===== src/rtl/sr_ctrl_pkg.sv =====
// Shared types and constants for the SR latch bank controller.
package sr_ctrl_pkg;

  typedef enum logic [1:0] {
    IDLE,
    PULSE,
    SETTLE,
    CHECK
  } state_e;

  localparam logic OP_SET = 1'b1;
  localparam logic OP_RST = 1'b0;

  localparam logic REQ_A = 1'b0;
  localparam logic REQ_B = 1'b1;

endpackage


===== src/rtl/sr_rr_arb2.sv =====
// Two-way round-robin arbiter. The pointer names the side that wins a tie and
// flips to the side opposite the winner whenever a grant is taken.
module sr_rr_arb2
  import sr_ctrl_pkg::*;
(
  input  logic       clk,
  input  logic       rst,
  input  logic [1:0] valid,
  input  logic       advance,
  output logic [1:0] grant,
  output logic       ptr
);

  logic ptr_q, ptr_d;

  // Grant selection and pointer update
  always_comb begin
    grant = 2'b00;
    if (valid == 2'b11) begin
      grant = (ptr_q == REQ_A) ? 2'b01 : 2'b10;
    end else begin
      grant = valid;
    end
    ptr_d = ptr_q;
    if (advance && (grant != 2'b00)) begin
      ptr_d = grant[0] ? REQ_B : REQ_A;
    end
  end

  // Pointer register
  always_ff @(posedge clk or posedge rst) begin
    if (rst) begin
      ptr_q <= REQ_A;
    end else begin
      ptr_q <= ptr_d;
    end
  end

  assign ptr = ptr_q;

endmodule


===== src/rtl/sr_latch_ctrl.sv =====
// Sequencer for a bank of NAND SR latches: arbitrates two requesters, drives one
// active-low sbar/rbar pulse, then a settle gap. Optional readback check of the
// latch Q outputs is enabled with `SR_LATCH_CTRL_READBACK_EN.
module sr_latch_ctrl
  import sr_ctrl_pkg::*;
#(
  parameter int unsigned N        = 8,
  parameter int unsigned IDXW     = $clog2(N),
  parameter int unsigned PULSE_W  = 2,
  parameter int unsigned SETTLE_W = 1
) (
  input  logic            clk,
  input  logic            rst,
  input  logic            a_valid,
  output logic            a_ready,
  input  logic [IDXW-1:0] a_idx,
  input  logic            a_set,
  input  logic            b_valid,
  output logic            b_ready,
  input  logic [IDXW-1:0] b_idx,
  input  logic            b_set,
  output logic [N-1:0]    sbar,
  output logic [N-1:0]    rbar,
  input  logic [N-1:0]    q_in,
  output logic            busy,
  output logic            err
);

  localparam int unsigned MAXW = (PULSE_W > SETTLE_W) ? PULSE_W : SETTLE_W;
  localparam int unsigned CNTW = $clog2(MAXW) + 1;
  localparam logic [CNTW-1:0] PULSE_LOAD  = CNTW'(PULSE_W - 1);
  localparam logic [CNTW-1:0] SETTLE_LOAD = CNTW'(SETTLE_W - 1);

  state_e            state_q, state_d;
  logic [CNTW-1:0]   cnt_q, cnt_d;
  logic [IDXW-1:0]   idx_q, idx_d;
  logic              op_q, op_d;
  logic              hit_q, hit_d;
  logic [N-1:0]      sbar_q, sbar_d;
  logic [N-1:0]      rbar_q, rbar_d;
  logic [N-1:0]      sel;
  logic              pulse_on;
  logic [1:0]        grant;
  logic              in_idle;
  logic              rr_ptr_unused;

  // Single low bit for an in-range index, nothing otherwise
  function automatic logic [N-1:0] onehot(input logic [IDXW-1:0] i, input logic h);
    logic [N-1:0] m;
    m = {{(N-1){1'b0}}, 1'b1} << i;
    return h ? m : '0;
  endfunction

  assign in_idle = (state_q == IDLE);

  sr_rr_arb2 u_arb (
    .clk     (clk),
    .rst     (rst),
    .valid   ({b_valid, a_valid}),
    .advance (in_idle),
    .grant   (grant),
    .ptr     (rr_ptr_unused)
  );

  assign a_ready = in_idle & grant[0];
  assign b_ready = in_idle & grant[1];

  // Next-state, counter reload and line decode
  always_comb begin
    state_d  = state_q;
    cnt_d    = cnt_q;
    idx_d    = idx_q;
    op_d     = op_q;
    hit_d    = hit_q;
    pulse_on = 1'b0;
    unique case (state_q)
      IDLE: begin
        if (grant != 2'b00) begin
          idx_d    = grant[1] ? b_idx : a_idx;
          op_d     = grant[1] ? b_set : a_set;
          hit_d    = 32'(idx_d) < N;
          state_d  = PULSE;
          cnt_d    = PULSE_LOAD;
          pulse_on = 1'b1;
        end
      end
      PULSE: begin
        if (cnt_q == '0) begin
          state_d = SETTLE;
          cnt_d   = SETTLE_LOAD;
        end else begin
          cnt_d    = cnt_q - CNTW'(1);
          pulse_on = 1'b1;
        end
      end
      SETTLE: begin
        if (cnt_q == '0) begin
`ifdef SR_LATCH_CTRL_READBACK_EN
          state_d = CHECK;
`else
          state_d = IDLE;
`endif
        end else begin
          cnt_d = cnt_q - CNTW'(1);
        end
      end
      CHECK: begin
        state_d = IDLE;
      end
      default: begin
        state_d = IDLE;
      end
    endcase
    // Only one of sbar/rbar can ever carry the low bit, so the forbidden state is unreachable
    sel    = pulse_on ? onehot(idx_d, hit_d) : '0;
    sbar_d = ~((op_d == OP_SET) ? sel : '0);
    rbar_d = ~((op_d == OP_RST) ? sel : '0);
  end

  // State, counter, op and registered line drivers
  always_ff @(posedge clk or posedge rst) begin
    if (rst) begin
      state_q <= IDLE;
      cnt_q   <= '0;
      idx_q   <= '0;
      op_q    <= OP_RST;
      hit_q   <= 1'b0;
      sbar_q  <= '1;
      rbar_q  <= '1;
    end else begin
      state_q <= state_d;
      cnt_q   <= cnt_d;
      idx_q   <= idx_d;
      op_q    <= op_d;
      hit_q   <= hit_d;
      sbar_q  <= sbar_d;
      rbar_q  <= rbar_d;
    end
  end

  assign sbar = sbar_q;
  assign rbar = rbar_q;
  assign busy = ~in_idle;

`ifdef SR_LATCH_CTRL_READBACK_EN
  logic [N-1:0] q_meta, q_sync;
  logic         err_q;
  logic         mism;

  assign mism = (state_q == CHECK) && hit_q &&
                ((|(q_sync & onehot(idx_q, 1'b1))) != op_q);

  // Two-flop synchroniser for latch Q feedback and sticky mismatch flag
  always_ff @(posedge clk or posedge rst) begin
    if (rst) begin
      q_meta <= '0;
      q_sync <= '0;
      err_q  <= 1'b0;
    end else begin
      q_meta <= q_in;
      q_sync <= q_meta;
      err_q  <= err_q | mism;
    end
  end

  assign err = err_q;
`else
  logic unused_q_in;
  assign unused_q_in = ^q_in;
  assign err = 1'b0;
`endif

endmodule

===== config.mk =====
export PLATFORM = sky130hd
export DESIGN_NAME = sr_latch_ctrl
export DESIGN_NICKNAME = d
export VERILOG_FILES = /design/src/rtl/sr_ctrl_pkg.sv /design/src/rtl/sr_rr_arb2.sv /design/src/rtl/sr_latch_ctrl.sv
export SDC_FILE = /design/constraint.sdc
export NUM_CORES = 1
export LEC_CHECK = 0
export ABC_AREA = 1
export CELL_PAD_IN_SITES_DETAIL_PLACEMENT = 2
export CELL_PAD_IN_SITES_GLOBAL_PLACEMENT = 2
export CORE_MARGIN = 4
export CORE_UTILIZATION = 24
export CTS_CLUSTER_SIZE = 40
export DETAILED_ROUTE_END_ITERATION = 10
export GPL_ROUTABILITY_DRIVEN = 0
export GPL_TIMING_DRIVEN = 1
export PLACE_DENSITY = 0.74
export REMOVE_ABC_BUFFERS = 1
export SYNTH_ARGS = -nofsm -noshare
export SYNTH_HDL_FRONTEND = slang
export SYNTH_SLANG_ARGS = --single-unit

===== constraint.sdc =====
create_clock -name clk -period 1.3 [get_ports clk]
set_input_delay 0.26 -clock clk [delete_from_list [all_inputs] [get_ports clk]]
set_output_delay 0.26 -clock clk [all_outputs]
set_load 0.01 [all_outputs]

==> metrics.csv, run 1 <==
stage;metric;value;unit
placement;hpwl dp;2810;µm
floorplanning;Starting Density;0.249;
logic_synthesis;FFs w/ async S/R, synth;1.00;
floorplanning;I/O pin count;40;
logic_synthesis;Syn Area/Cell;8.89;µm²
critical_path;critical path class;register to register;
drt;DRC errors left;0;
global_routing;All-Layer GR Usage;0.123;
placement;pre-CTS setup slack;-0.597;ns
clock_tree;deepest clock path buffer count;2;
critical_path;reg-to-reg setup timing slack;-0.22;ns
clock_tree;clock sink count;26;
logic_synthesis;dominant synthesized flop cell;dfstp_2;
cells_and_area;Final Net Count;240;
sta;final hold violations;0;
floorplanning;core area;5540;µm²
global_routing;Overflow after GRT;0;
global_routing;largest net degree at the start of global routing;27;
drt;TritonRoute pass-1 iters;2;
logic_synthesis;most numerous cell in the Yosys netlist;nand2_1;
clock_tree;CTS tree;done;
job;Max-cap violations;0;
cells_and_area;area of the multi-input gates;813;µm²
critical_path;R2R Path Start;state_q[0];
cells_and_area;# fillers;614;
clock_tree;Clk pin slew, worst setup/hold paths;0.10;ns
drt;Post-Route WL;4060;µm
critical_path;crit end category;register;
power_and_ir_drop;Int Pwr;0.00315;W
power_and_ir_drop;PwrDens;2520;nW/µm²
logic_synthesis;Gate Count Post-Synth;155;
critical_path;FF-to-FF End;rbar[5];
cells_and_area;register area;671;µm²
status;failing checks;negative setup slack;
clock_tree;CTS Root Cell;clkbuf_8;
floorplanning;Std-Cell Rows;27;
sta;unrepaired setup endpoints after global routing;yes;
global_routing;first-pass GRT wire length;7030;µm
drt;Vias/cell;4.39;
power_and_ir_drop;clock network power share;0.107;
critical_path;R2R depth;8;
status;outcome;finished, violations left;
sta;Max Slew Vio Count;0;
floorplanning;die footprint;7020;µm²
global_routing;vias in the first global route;1388;
cells_and_area;Ant. Diodes;0;
cells_and_area;area grow syn2layout;61.4;%
placement;port bufs;30;
power_and_ir_drop;Worst VDD drop;1.56;mV
clock_tree;H-tree depth;1;
sta;worst setup margin;-0.223;ns
power_and_ir_drop;Sw Share;0.438;
global_routing;initial antenna violation count;0;
drt;wire length per cell;14.4;µm
floorplanning;die width;83.8;µm
critical_path;Startpoint Class;register;
sta;maximum clock rate;0.657;GHz
critical_path;Critical Path End;rbar[5];
placement;dpl cell area;1890;µm²
logic_synthesis;Synth top area share;0.305;
power_and_ir_drop;Comb pwr share;0.666;
drt;Antenna Violating Nets Remaining;0;
logic_synthesis;Distinct cells, synth;23;
logic_synthesis;commonest cells in the netlist;38 x nand2_1, 23 x inv_1, 23 x nand3_1;
drt;routed vias;1237;
sta;Setup-failing EPs final;26;
logic_synthesis;Area contributors post-synth;dfstp_2 31%, dfrtp_1 18%, nand2_1 10%, nand3_1 8.4%, ha_1 8.2%;
logic_synthesis;Post-Syn Area;1380;µm²
clock_tree;later-pin clock latency in the skew report;0.28;ns
worst_hold_path;worst min-delay path category;input pin to asynchronous set/reset pin;
critical_path;CP Data Required Time;1.50;ns
logic_synthesis;post-synth top area cell;dfstp_2;
logic_synthesis;Yosys reg bits;26;
power_and_ir_drop;Sw Pwr;0.00246;W
sta;clock skew;0.00739;ns
power_and_ir_drop;Flop pwr share;0.227;
cells_and_area;cell area after layout;2220;µm²
logic_synthesis;number of flops mapped to enable cells by yosys;0;
cells_and_area;share of cells above drive strength 1;0.576;
sta;period utilization;1.17;
drt;initial DRC count;29;
critical_path;CP max FO;5;
critical_path;critical path data arrival time;1.72;ns
floorplanning;Die Height;83.8;µm
clock_tree;CTS Hold Bufs;0;
logic_synthesis;register area share after synthesis;0.487;
critical_path;crit path launch;state_q[0];
clock_tree;cts bufs inserted;3;
logic_synthesis;Yosys Warn Count;0;
sta;Period minus WS final;1.52;ns
power_and_ir_drop;Static Leak;1.00;nW
-- registers in the layout, indices dropped and copies added (netlist names) --
register / flops
op_q: 1
rbar: 8
cnt_q: 2
state_q: 2
sbar: 8
u_arb.ptr: 1
idx_q: 3
hit_q: 1
-- per-layer routing --
layer,up-vias,share of wire,GRT usage
met5,-,0,0
met4,0,0.0032,0.0175
met3,3,0.029,0.0247
met2,17,0.58,0.243
met1,628,0.39,0.135
li1,589,-,-
-- worst min path at each step --
stage,startpoint,end
finish,rst,idx_q[0]
global route,rst,cnt_q[0]
CTS,rst,idx_q[0]
detailed placement,hit_q,hit_q
global placement,hit_q,hit_q
floorplan,rst,cnt_q[0]
-- cells in the final DEF (no fill, tap or decap), types with 2 or more instances in the layout --
cell	netlist	final
o21ai_0	3	3
buf_12	0	4
inv_4	1	2
buf_2	0	7
nor2_4	2	7
buf_6	2	7
ha_4	0	3
dfstp_2	16	16
clkdlybuf4s50_1	0	9
clkbuf_2	0	10
dlygate4sd2_1	0	2
a21oi_1	4	3
nand3_2	2	16
nor2_1	3	3
dfrtp_1	10	10
nand2_1	38	24
ha_1	9	6
buf_4	1	13
inv_1	23	16
clkbuf_8	0	3
inv_2	0	6
nand3_1	23	9
nand2_2	5	12
nand2_4	1	7
-- worst max-delay path: stages, from the launching register on --
cell,delay (ns)
dfrtp_1,0.41
inv_2,0.09
ha_4,0.16
buf_6,0.12
nand2_8,0.07
buf_12,0.15
o21ai_4,0.21
buf_6,0.16
nand3_2,0.08
-- power groups by stage --
stage / registers, W / logic (W) / clock network, W
6_report: 0.00127 / 0.00373 / 0.000602
5_1_grt: 0.00130 / 0.00409 / 0.000656
4_1_cts: 0.00127 / 0.00365 / 0.000636
3_5_place_dp: 0.00127 / 0.00259 / 0
3_3_place_gp: 0.00125 / 0.00248 / 0
2_1_floorplan: 0.00133 / 0.00133 / 0
-- final cells by class --
class	instances	area share
Clock buffer	4	0.0298
Tap cell	72	0.0405
Timing Repair Buffer	54	0.219
Sequential cell	26	0.302
Inverter	24	0.0428
Multi-Input combinational cell	102	0.366
-- metrics by stage --
step                      utilization  hold WS (ns)  power, W  TNS (ns)  std cells
after floorplan                     -         0.288   0.00266     -3.20        152
after global placement          0.341         0.438   0.00373    -11.88        271
after detailed placement        0.341         0.462   0.00386    -13.55        271
after CTS                       0.409         0.300   0.00555     -3.89        282
after global routing            0.401         0.321   0.00605     -6.48        282
final                           0.401         0.306   0.00560     -4.50        282
-- cell families after synthesis --
kind of cell,count (synthesis),synth area share
other,1,0.00272
buffers and inverters,27,0.0890
AND/OR/NAND/NOR,83,0.297
adder cells (fa/ha/maj),9,0.0817
AO/OA/AOI/OAI,9,0.0427
flip-flops,26,0.487
-- repair_timing --
action	in CTS	in global routing
gates cloned	1	0
resized for setup	113	21
pin swaps	22	5
buffers inserted	8	0
endpoints found under the setup margin	43	40
No activity file was read; power rests on OpenSTA's default activity.
==> run 2: changes to the inputs <==
--- a/config.mk
+++ b/config.mk
@@ -14,6 +14,7 @@
 export DETAILED_ROUTE_END_ITERATION = 10
 export GPL_ROUTABILITY_DRIVEN = 0
 export GPL_TIMING_DRIVEN = 1
+export MAX_ROUTING_LAYER = met4
 export PLACE_DENSITY = 0.74
 export REMOVE_ABC_BUFFERS = 1
 export SYNTH_ARGS = -nofsm -noshare
==> run 2 against run 1 <==
Effect of this change: hold slack improved by 0.00086 ns; design area stayed put; largest cell class unchanged; worst setup slack better by 0.0015 ns; via count is 0.16% lower; combinational power about the same; maximum frequency about the same; global-route usage increased by 0.36 points; the flow still finishes with violations (negative setup slack); first-iteration DRC count fell by 6.9%; total power about the same; clock-buffer cell count unchanged; highest routed layer unchanged; largest power group unchanged; die area did not move.
==> metrics.csv, run 2 (synthesized netlist as in run 1, its figures left out) <==
stage;metric;value;unit
floorplanning;die width;83.8;µm
critical_path;critical path data arrival time;1.72;ns
drt;TritonRoute pass-1 iters;2;
cells_and_area;Final Net Count;240;
global_routing;vias in the first global route;1389;
global_routing;first-pass GRT wire length;7020;µm
clock_tree;cts bufs inserted;3;
power_and_ir_drop;PwrDens;2520;nW/µm²
sta;Setup-failing EPs final;26;
sta;final hold violations;0;
status;outcome;finished, violations left;
global_routing;All-Layer GR Usage;0.126;
global_routing;largest net degree at the start of global routing;27;
cells_and_area;share of cells above drive strength 1;0.576;
clock_tree;CTS Hold Bufs;0;
sta;unrepaired setup endpoints after global routing;yes;
drt;wire length per cell;14.4;µm
clock_tree;clock sink count;26;
clock_tree;Clk pin slew, worst setup/hold paths;0.10;ns
critical_path;CP Data Required Time;1.50;ns
sta;period utilization;1.17;
floorplanning;Starting Density;0.249;
clock_tree;deepest clock path buffer count;2;
placement;pre-CTS setup slack;-0.597;ns
floorplanning;I/O pin count;40;
global_routing;Overflow after GRT;0;
power_and_ir_drop;Flop pwr share;0.227;
status;failing checks;negative setup slack;
critical_path;CP max FO;5;
sta;TNS Setup;-4.47;ns
global_routing;initial antenna violation count;0;
worst_hold_path;worst min-delay path category;input pin to asynchronous set/reset pin;
power_and_ir_drop;Static Leak;1.00;nW
cells_and_area;commonest cells after routing, fill and taps aside;24 x nand2_1, 16 x inv_1, 16 x nand3_2, 16 x dfstp_2, 13 x buf_4;
power_and_ir_drop;Sw Pwr;0.00245;W
clock_tree;H-tree depth;1;
cells_and_area;cell area after layout;2220;µm²
cells_and_area;fin cells;282;
cells_and_area;Ant. Diodes;0;
clock_tree;CTS Root Cell;clkbuf_8;
clock_tree;later-pin clock latency in the skew report;0.28;ns
power_and_ir_drop;Comb pwr share;0.666;
critical_path;critical path class;register to register;
placement;hpwl dp;2810;µm
cells_and_area;commonest non-fill, non-tap cell in the layout;nand2_1;
power_and_ir_drop;Worst VDD drop;1.55;mV
placement;port bufs;30;
sta;clock skew;0.00715;ns
drt;routed vias;1235;
cells_and_area;# fillers;614;
placement;Placed Cells;271;
sta;Period minus WS final;1.52;ns
clock_tree;CTS tree;done;
floorplanning;Die Height;83.8;µm
sta;worst setup margin;-0.221;ns
drt;DRC errors left;0;
floorplanning;core area;5540;µm²
placement;dpl cell area;1890;µm²
power_and_ir_drop;Int Pwr;0.00315;W
sta;Max Slew Vio Count;0;
drt;initial DRC count;27;
floorplanning;die footprint;7020;µm²
drt;Vias/cell;4.38;
cells_and_area;area grow syn2layout;61.4;%
floorplanning;Std-Cell Rows;27;
critical_path;crit end category;register;
power_and_ir_drop;clock network power share;0.108;
sta;maximum clock rate;0.657;GHz
drt;Post-Route WL;4070;µm
critical_path;Startpoint Class;register;
power_and_ir_drop;Sw Share;0.438;
drt;Antenna Violating Nets Remaining;0;
job;Max-cap violations;0;
==> run 2: per-layer routing <==
metal | vias up | GRT usage | share of wire
li1 | 588 | - | -
met1 | 627 | 0.136 | 0.39
met2 | 17 | 0.242 | 0.58
met3 | 3 | 0.0247 | 0.029
met4 | 0 | 0.0175 | 0.0032
met5 | - | - | 0
==> run 2: final timing paths <==
path	startpoint	to	slack, ns	cells after the start
min	rst	idx_q[0]	0.31	3
max reg2reg	state_q[0]	rbar[5]	-0.22	8
min in group clk	a_valid	u_arb.ptr	0.53	4
max	state_q[0]	rbar[5]	-0.22	8
min reg2reg	u_arb.ptr	u_arb.ptr	0.53	2
max in group asynchronous	rst	rbar[7]	0.76	3
==> run 2: repair_timing <==
item / CTS / global route
resized for setup: 113 / 21
pin swaps: 22 / 5
setup buffers: 8 / 0
endpoints found under the hold margin: 0 / 0
setup endpoints to repair: 43 / 40
gates cloned: 1 / 0
==> run 2: final cells by class <==
class | instances | area [µm²] | area share
inverter | 24 | 95.1 | 0.0428
sequential | 26 | 671 | 0.302
tap | 72 | 90.1 | 0.0405
timing repair buffer | 54 | 488 | 0.219
multi-input combinational | 102 | 813 | 0.366
clock buffer | 4 | 66.3 | 0.0298
==> run 2: power groups by stage <==
stage               combinational (W)  clock, W  sequential [W]
global route                  0.00409  0.000656         0.00130
detailed placement            0.00259         0         0.00127
global placement              0.00248         0         0.00125
CTS                           0.00365  0.000636         0.00127
floorplan                     0.00133         0         0.00133
finish                        0.00373  0.000602         0.00127
==> run 2: worst max-delay path, cell delays in order (launching register included) <==
cell     delay [ns]
dfrtp_1        0.41
inv_2          0.09
ha_4           0.16
buf_6          0.12
nand2_8        0.07
buf_12         0.15
o21ai_4        0.21
buf_6          0.16
nand3_2        0.08
==> run 2: through the flow <==
| stage | hold WS, ns | utilization | total power (W) |
|---|---|---|---|
| final | 0.307 | 0.401 | 0.00560 |
| after global placement | 0.438 | 0.341 | 0.00373 |
| after detailed placement | 0.462 | 0.341 | 0.00386 |
| after global routing | 0.322 | 0.401 | 0.00605 |
| after floorplan | 0.288 | - | 0.00266 |
| after CTS | 0.300 | 0.409 | 0.00555 |
==> run 3: changes to the inputs <==
--- a/config.mk
+++ b/config.mk
@@ -9,13 +9,14 @@
 export CELL_PAD_IN_SITES_DETAIL_PLACEMENT = 2
 export CELL_PAD_IN_SITES_GLOBAL_PLACEMENT = 2
 export CORE_MARGIN = 4
-export CORE_UTILIZATION = 24
+export CORE_UTILIZATION = 30
+export CTS_BUF_LIST = sky130_fd_sc_hd__clkbuf_2 sky130_fd_sc_hd__clkbuf_4 sky130_fd_sc_hd__clkbuf_8
 export CTS_CLUSTER_SIZE = 40
 export DETAILED_ROUTE_END_ITERATION = 10
 export GPL_ROUTABILITY_DRIVEN = 0
 export GPL_TIMING_DRIVEN = 1
 export MAX_ROUTING_LAYER = met4
-export PLACE_DENSITY = 0.74
+export PLACE_DENSITY = 0.86
 export REMOVE_ABC_BUFFERS = 1
 export SYNTH_ARGS = -nofsm -noshare
 export SYNTH_HDL_FRONTEND = slang
==> constraint.sdc (replaced) <==
create_clock -name clk -period 2 [get_ports clk]
set_input_delay 0.4 -clock clk [delete_from_list [all_inputs] [get_ports clk]]
set_output_delay 0.4 -clock clk [all_outputs]
set_load 0.01 [all_outputs]
==> run 3 against run 2 <==
Effect of this change: sequential share of layout area rose by 5.8 points; total power fell by 50%; worst setup slack improved by 0.35 ns; via count fell by 5.1%; non-clock buffer count fell by 14; register-to-register slack improved by 0.62 ns; the flow now finishes without violations; clock skew fell by 0.0051 ns; largest power group unchanged; critical path depth fell by 3; design area fell by 16%; flip-flop and latch count did not move.
==> metrics.csv, run 3 (synthesized netlist as in run 1, its figures left out) <==
stage;metric;value;unit
drt;DRC errors left;0;
clock_tree;CTS tree;done;
sta;clock skew;0.00201;ns
floorplanning;Starting Density;0.312;
global_routing;met1 Track Usage GR;0.185;
power_and_ir_drop;Flop pwr share;0.297;
power_and_ir_drop;Int Pwr;0.00159;W
drt;Vias/cell;4.73;
critical_path;critical path data arrival time;1.47;ns
worst_hold_path;Hold Crit Endpoint;hit_q;
clock_tree;later-pin clock latency in the skew report;0.28;ns
power_and_ir_drop;Comb pwr share;0.544;
worst_hold_path;hold depth;2;
global_routing;Global Route met2 Usage;0.285;
worst_hold_path;worst hold path startpoint;hit_q;
floorplanning;I/O pin count;40;
power_and_ir_drop;Sw Pwr;0.00122;W
placement;port bufs;30;
cells_and_area;Ant. Diodes;0;
global_routing;largest net degree at the start of global routing;27;
placement;hpwl dp;3080;µm
critical_path;FF-to-FF End;sbar[4];
clock_tree;Clk pin slew, worst setup/hold paths;0.09;ns
critical_path;Startpoint Class;register;
drt;Post-Route WL;4120;µm
cells_and_area;area grow syn2layout;35.5;%
global_routing;first-pass GRT wire length;6590;µm
sta;final hold violations;0;
critical_path;CP max FO;5;
drt;Antenna Violating Nets Remaining;0;
drt;initial DRC count;19;
critical_path;reg-to-reg setup timing slack;0.40;ns
power_and_ir_drop;clock network power share;0.159;
critical_path;R2R depth;9;
sta;period utilization;0.936;
global_routing;Overflow after GRT;0;
global_routing;met3 Use GR;0.0198;
worst_hold_path;worst min-delay path category;register to register;
job;Max-cap violations;0;
clock_tree;clock sink count;26;
power_and_ir_drop;Sw Share;0.434;
critical_path;R2R Path Start;u_arb.ptr;
global_routing;grt peak-use layer;met2;
power_and_ir_drop;PnR Total Power;0.00282;W
critical_path;crit end category;primary output;
global_routing;All-Layer GR Usage;0.159;
cells_and_area;fin cells;248;
floorplanning;Die Height;75.8;µm
clock_tree;CTS Root Cell;clkbuf_8;
drt;wire length per cell;16.6;µm
critical_path;critical path class;register to primary output;
power_and_ir_drop;PwrDens;1510;nW/µm²
floorplanning;Std-Cell Rows;24;
power_and_ir_drop;Worst VDD drop;0.603;mV
floorplanning;die footprint;5740;µm²
power_and_ir_drop;Static Leak;0.900;nW
drt;TritonRoute pass-1 iters;4;
cells_and_area;commonest non-fill, non-tap cell in the layout;nand2_1;
sta;Period minus WS final;1.87;ns
cells_and_area;share of cells above drive strength 1;0.265;
clock_tree;cts bufs inserted;3;
global_routing;vias in the first global route;1310;
clock_tree;H-tree depth;1;
clock_tree;CTS Hold Bufs;0;
sta;Setup-failing EPs final;0;
status;outcome;finished, final reports clean;
cells_and_area;commonest cells after routing, fill and taps aside;38 x nand2_1, 27 x clkdlybuf4s50_1, 23 x nand3_1, 21 x inv_1, 16 x dfstp_2;
drt;routed vias;1172;
floorplanning;core area;4410;µm²
sta;maximum clock rate;0.534;GHz
sta;Max Slew Vio Count;0;
global_routing;initial antenna violation count;0;
sta;unrepaired setup endpoints after global routing;no;
clock_tree;deepest clock path buffer count;2;
floorplanning;die width;75.8;µm
placement;Placed Cells;243;
sta;TNS Setup;0;ns
critical_path;CP Data Required Time;1.60;ns
cells_and_area;Final Net Count;226;
-- run 3: cell count changes in the layout (fill, tap and decap cells not counted), moves of 5 or more --
cell	delta
inv_1	+5
nand2_4	-6
nand2_2	-7
clkbuf_2	-10
buf_2	-7
buf_6	-7
nand2_1	+14
nand3_1	+14
nor2_4	-5
nand3_2	-14
nor2_2	+5
clkdlybuf4s50_1	+18
-- run 3: worst max-delay path by stage --
stage                    start        to  slack (ns)  cells past startpoint
detailed placement     b_valid  cnt_q[1]       -0.21                      9
global placement       b_valid   b_ready        -0.1                      4
finish              state_q[1]   b_ready        0.13                      5
CTS                 state_q[0]      busy        0.02                      4
floorplan           state_q[0]   rbar[0]        0.52                      8
global route           b_valid   rbar[5]        0.02                     10
-- run 3: routing by layer --
| metal | wire length [µm] | part of all wire |
|---|---|---|
| met2 | 2260 | 0.55 |
| met1 | 1690 | 0.41 |
| met4 | 40 | 0.0097 |
| met5 | 0 | 0 |
| met3 | 119 | 0.029 |
-- run 3: worst max-delay path, cell delays in order (launching register included) --
cell and delay [ns]:
dfrtp_1 0.40, inv_2 0.11, ha_2 0.21, inv_1 0.07, a21oi_1 0.11, dlygate4sd2_1 0.28
-- run 3: layout make-up --
| class | count | area [µm²] |
|---|---|---|
| clock buffer | 3 | 41.3 |
| clock inverter | 1 | 30.0 |
| fill | 492 | 2550 |
| inverter | 24 | 92.6 |
| multi-input combinational | 102 | 592 |
| sequential | 26 | 671 |
| tap | 52 | 65.1 |
| timing repair buffer | 40 | 375 |
-- run 3: power groups by stage --
stage	combinational, W	clock, W	sequential [W]
2_1_floorplan	0.000866	0	0.000864
3_3_place_gp	0.00138	0	0.000821
3_5_place_dp	0.00150	0	0.000839
4_1_cts	0.00155	0.000460	0.000837
5_1_grt	0.00172	0.000483	0.000853
6_report	0.00153	0.000448	0.000836
-- run 3: timing repair --
item,4_1_cts,5_1_grt
cloned,0,0
buffers inserted,1,0
resized for setup,5,2
setup endpoints to repair,3,2
-- run 3: stage by stage --
step	util	hold slack (ns)	worst slack (ns)	area (µm²)
finish	0.423	0.460	0.127	1870
global route	0.423	0.502	0.0226	1870
CTS	0.421	0.468	0.0189	1860
detailed placement	0.403	0.443	-0.209	1780
global placement	0.403	0.439	-0.0963	1780
floorplan	-	0.422	0.520	1350
